**src/rtl/full_adder_bh.sv**
```systemverilog
// full_adder_bh: registered WIDTH-bit adder, {cout,s} = a + b + c, one-cycle latency.
// Ports: clk, rst (sync, active-high), a/b/c/in_valid in; s/cout/out_valid out.
// Optional FA_STATUS_EN adds registered zero (s==0 && cout==0) and ovf (signed overflow).
module full_adder_bh #(
  parameter int WIDTH = 1
) (
  input  logic             clk,
  input  logic             rst,
  input  logic [WIDTH-1:0] a,
  input  logic [WIDTH-1:0] b,
  input  logic             c,
  input  logic             in_valid,
  output logic [WIDTH-1:0] s,
  output logic             cout,
  output logic             out_valid
`ifdef FA_STATUS_EN
  ,
  output logic             zero,
  output logic             ovf
`endif
);

  localparam int MSB = WIDTH - 1;

  // Full WIDTH+1 bit sum so the carry is never lost before the split.
  logic [WIDTH:0] sum;

  assign sum = {1'b0, a} + {1'b0, b} + {{WIDTH{1'b0}}, c};

  always_ff @(posedge clk) begin
    if (rst) begin
      s         <= '0;
      cout      <= 1'b0;
      out_valid <= 1'b0;
    end else begin
      out_valid <= in_valid;
      if (in_valid) begin
        s    <= sum[MSB:0];
        cout <= sum[WIDTH];
      end
    end
  end

`ifdef FA_STATUS_EN
  // Status flags follow the result registers: same enable, same reset.
  always_ff @(posedge clk) begin
    if (rst) begin
      zero <= 1'b0;
      ovf  <= 1'b0;
    end else if (in_valid) begin
      zero <= (sum == '0);
      ovf  <= (a[MSB] == b[MSB]) && (sum[MSB] != a[MSB]);
    end
  end
`endif

endmodule

```
**config.mk**
```make
export PLATFORM = sky130hd
export DESIGN_NAME = full_adder_bh
export DESIGN_NICKNAME = d
export VERILOG_FILES = /design/src/rtl/full_adder_bh.sv
export SDC_FILE = /design/constraint.sdc
export NUM_CORES = 1
export LEC_CHECK = 0
export ABC_CLOCK_PERIOD_IN_PS = 1000
export CAP_MARGIN = 30
export CORE_AREA = 4 4 41 43
export CTS_CLUSTER_DIAMETER = 40
export CTS_CLUSTER_SIZE = 10
export DETAILED_ROUTE_END_ITERATION = 10
export DIE_AREA = 0 0 45 47
export DONT_BUFFER_PORTS = 1
export GPL_ROUTABILITY_DRIVEN = 0
export PLACE_DENSITY = 0.3
export SLEW_MARGIN = 0
export SYNTH_ARGS = -nofsm -noshare
export SYNTH_HDL_FRONTEND = slang
export SYNTH_SLANG_ARGS = --single-unit
```
**constraint.sdc**
```tcl
create_clock -name clk -period 1 [get_ports clk]
set_clock_uncertainty 0.05 [all_clocks]
set_input_delay 0.05 -clock clk [delete_from_list [all_inputs] [get_ports clk]]
set_output_delay 0.05 -clock clk [all_outputs]
set_load 0.03 [all_outputs]
```
Yosys cells after proc, flatten, opt, wreduce, memory -nomap -nowiden
Cells that the tools add are included.
- flip-flop bits (word level): 3
- latch bits: 0
- memory bits (writable): 0
- bits in read-only memories: 0
- input bits: 6
- output and inout port bits: 3
- logic and storage cells: 5
- memories: 0
- add/subtract/negate cells: 2
- multipliers: 0
- divide/modulo/power cells: 0
- magnitude comparators: 0
- equality and inequality tests: 0
- shift operators: 0
- muxes and demuxes: 0
- bitwise gates (word level): 0
- reduce and logical (&&, ||, !) cells: 0
- operators by type and width (operator ; number):
    $add 1x1->2 ; 1
    $add 2x1->2 ; 1

Longest topological paths before layout
- depth after elaboration: 2
- gate-level depth with buffers: 3
- gate-level depth less buffers: 3

Least setup slack after synthesis
OpenSTA, ideal clock, no wires.
- kind: input to register
- from: in a
- to: reg s
- setup time: 0.115 ns
- arrival: 0.671 ns
- data required time: 0.835 ns
- slack: 0.164 ns
- stages on the path: 3
- path buffers: 0
- path through: fa_1 > mux2i_1 > nor2_1
- word-level cells in the longest chain between the ends: 2
- ends and longest elaborated chain (what ; RTL line ; text):
    from (decl) ; 9 ; input logic [WIDTH-1:0] a,
    $add 1x1->2 ; 28 ; assign sum = {1'b0, a} + {1'b0, b} + {{WIDTH{1'b0}}, c};
    $add 2x1->2 ; 28 ;
    to (signal assigned) ; 38 ; s <= sum[MSB:0];
    to (decl) ; 13 ; output logic [WIDTH-1:0] s,
Every way passes these cells.
A chain may end at the register's enable or synchronous reset.

==> reports/qor_table.md <==
| Step | Result | This run |
| --- | --- | --- |
| clock network | Max H-tree Level | 1 |
| yosys | Combined area of all synthesized cells | 113.9 µm² |
| clock network | Number of buffers on the longest clock path | 2 |
| clock network | Clk slew on worst S/H paths | 30 ps |
| sta | Number of failing hold endpoints at the final stage | 0 |
| worst setup path | Critical path buffer and inverter count | 1 |
| finish | Total area of multi-input combinational cells | 53.80 µm² |
| yosys | Synth Instances | 9 |
| detailed routing | Average via count per standard cell | 2.844 |
| worst setup path | CP cell instances | dlygate4sd3_1, mux2i_1, nor2_1 |
| finish | Filler cells | 150 |
| pwr | Worst VDD drop | 511.6 µV |
| yosys | Synth Net Count | 16 |
| placement | Number of buffers added on ports | 0 |
| yosys | Leading post-synthesis cells by cell area | dfxtp_1 (53%), fa_1 (18%), mux2i_1 (18%), nor2_1 (6.6%), nor2b_1 (5.5%) |
| detailed routing | Routed length per placed instance | 8.219 µm |
| detailed routing | Antenna violation net count after detailed routing | 0 |
| pwr | Leakage power | 0.08360 nW |
| worst setup path | Peak per-stage delay on the critical path | 610 ps |
| sta | Transition time at the pin with the least slew margin | 292.9 ps |
| worst setup path | Element type at the critical path start | input pin |
| die | Vertical extent of the die | 47 µm |
| sta | Setup repair after global routing missed its margin | false |
| detailed routing | Count of TritonRoute iterations in the first routing pass | 2 |
| yosys | #FFs+latches synth | 3 |
| clock network | Number of resized instances in the post-cts repair step | 0 |
| sta | Final setup TNS | 0 ps |
| grt | All-Layer GR Usage | 3.707% |
| yosys | Mean area per synthesized cell | 12.65 µm² |
| clock network | Skew-Pair Late Insertion Delay | 230 ps |
| sta | Minimum clock period | 868.0 ps |
| finish | FF/Latch Area | 60.06 µm² |
| yosys | Sequential element share of the synthesized area | 52.75% |
| clock network | Hold buffers post-CTS | 2 |
| worst setup path | WS Path Type | in -> reg |
| grt | Via count of the first global-routing pass | 95 |
| detailed routing | Number of design-rule violations left by the first detailed-router iteration | 1 |
| grt | Antenna violations before repair | 0 |
| pwr | Power density over the cells | 2063 mW/mm² |
| sta | Tightest slew margin relative to the limit | 80.45% |
| finish | Fraction of final layout cells with drive strength greater than 1 | 29.41% |
| sta | Hold slack | 98.88 ps |
| run status | Result of the run | complete, no violations |
| die | Horiz. Die Dim | 45 µm |
| clock network | Number of clock sinks | 3 |
| detailed routing | DRC violation count after routing | 0 |
| yosys | Library cell with the largest summed area after synthesis | dfxtp_1 |
| die | Core area | 0.001301 mm² |
| worst setup path | Worst Path Required | 1070 ps |
| clock network | Clock tree from TritonCTS | done |
| yosys | Number of synthesis warnings | 0 |
| grt | Total grt overflow | 0 |
| grt | First-pass GRT wire length | 400 µm |
| sta | Share of the cycle needed by the critical path after routing | 86.80% |
| die | Die Outline Area | 0.002115 mm² |
| finish | Layout Cells excl Fill | 32 |
| clock network | Clock tree root buffer cell | clkbuf_4 |
| sta | Fin. max-slew vios | 0 |
| worst setup path | Arrival time at the worst endpoint | 940 ps |
| worst setup path | Delay-heaviest family, CP | buffers and inverters |
| run | Max Cap Violations | 0 |
| min path | Hold/Removal Path Class | in -> reg |
| sta | Final number of setup-violating endpoints | 0 |
| finish | Net count reported at finish | 25 |
| yosys | Distinct cell type count after synthesis | 5 |
| worst setup path | Endpoint kind of the worst setup timing path | register |
| clock network | Number of CTS-inserted buffers | 3 |
| die | I/O Pins | 9 |
| detailed routing | Via count | 91 |
| clock network | Count of buffers added by post-CTS timing repair for setup | 0 |
| worst setup path | Critical path fanouts, max | 3 |
| finish | Area growth syn-to-layout | 70.33% |
| yosys | Area share of the leading cell type in the synthesized netlist | 52.75% |
| die | Number of rows in the core area | 13 |
| grt | Largest net degree at the start of global routing | 4 |
| detailed routing | Overall routed net length | 263 µm |
| placement | Dpl cells | 26 |
| worst setup path | Critical-path top delay cell | dlygate4sd3_1 |
| finish | # diodes | 0 |
| die | Effective utilization at floorplan | 8.750% |
| sta | Highest achievable clock rate | 1152 MHz |
## through the flow
step	utilization (%)	total power [W]	worst slack [ps]	instance area, µm²
floorplan	-	0.0001664	164.4	113.9
global placement	11.35	0.0001812	114.6	147.6
detailed placement	11.35	0.0001811	109.1	147.6
CTS	14.90	0.0004148	148.7	193.9
global route	14.90	0.0004290	110.6	193.9
finish	14.90	0.0004001	132.0	193.9
## cell usage in the layout (no fill, tap or decap)
master,n
nor2_1,2
mux2i_1,2
fa_1,1
clkbuf_4,3
dfxtp_1,3
dlygate4sd3_1,2
nor2b_1,1
buf_4,2
clkbuf_1,1
## power by group
group / total [W] / internal, W / switching (W) / leakage [nW]
clock network: 0.000212 / 0.000150 / 0.0000624 / 0.0150
registers: 0.000137 / 0.000129 / 0.00000824 / 0.0249
logic: 0.0000508 / 0.0000239 / 0.0000269 / 0.0438
## worst paths after layout
kind | startpoint | end | slack (ps) | depth (start not counted)
max | in_valid | s | 130 | 3
min | c | s | 100 | 3
max reg2reg | s | s | 350 | 2
min reg2reg | s | s | 450 | 2
## routing by layer
layer,vias to the layer above,wire length (µm),GRT usage (%)
met3,2,39,5.747
met4,0,12,5.263
li1,46,-,-
met5,-,0,0
met1,35,138,3.394
met2,8,72,2.260
## kinds of logic (layout without fill, tap and decap cells)
logic type               after synthesis  after routing  share of synthesized area, %
adder cells (fa/ha/maj)                1              1                         17.58
buffers and inverters                  0              8                             0
flip-flops                             3              3                         52.75
multiplexers                           2              2                         17.58
AND/OR/NAND/NOR                        3              3                         12.09
## synth_stat cells (all sizes together)
library cell and instances:
dfxtp 3, fa 1, mux2i 2, nor2 2, nor2b 1
## tightest hold or removal path, delay by kind of cell
family                   cells  cell delay (ps)
AND/OR/NAND/NOR              1               80
adder cells (fa/ha/maj)      1              140
multiplexers                 1               70
## layout make-up
class                           instances  area share, %
Tap cell                               15          9.677
Sequential cell                         3          30.97
Multi-Input combinational cell          6          27.74
Clock buffer                            4          13.55
Timing Repair Buffer                    4          18.06
## state kept, by name, indices dropped and copies added (netlist names)
signal and flops:
cout 1, out_valid 1, s 1
Note: power is estimated with default switching activity, not from simulation.
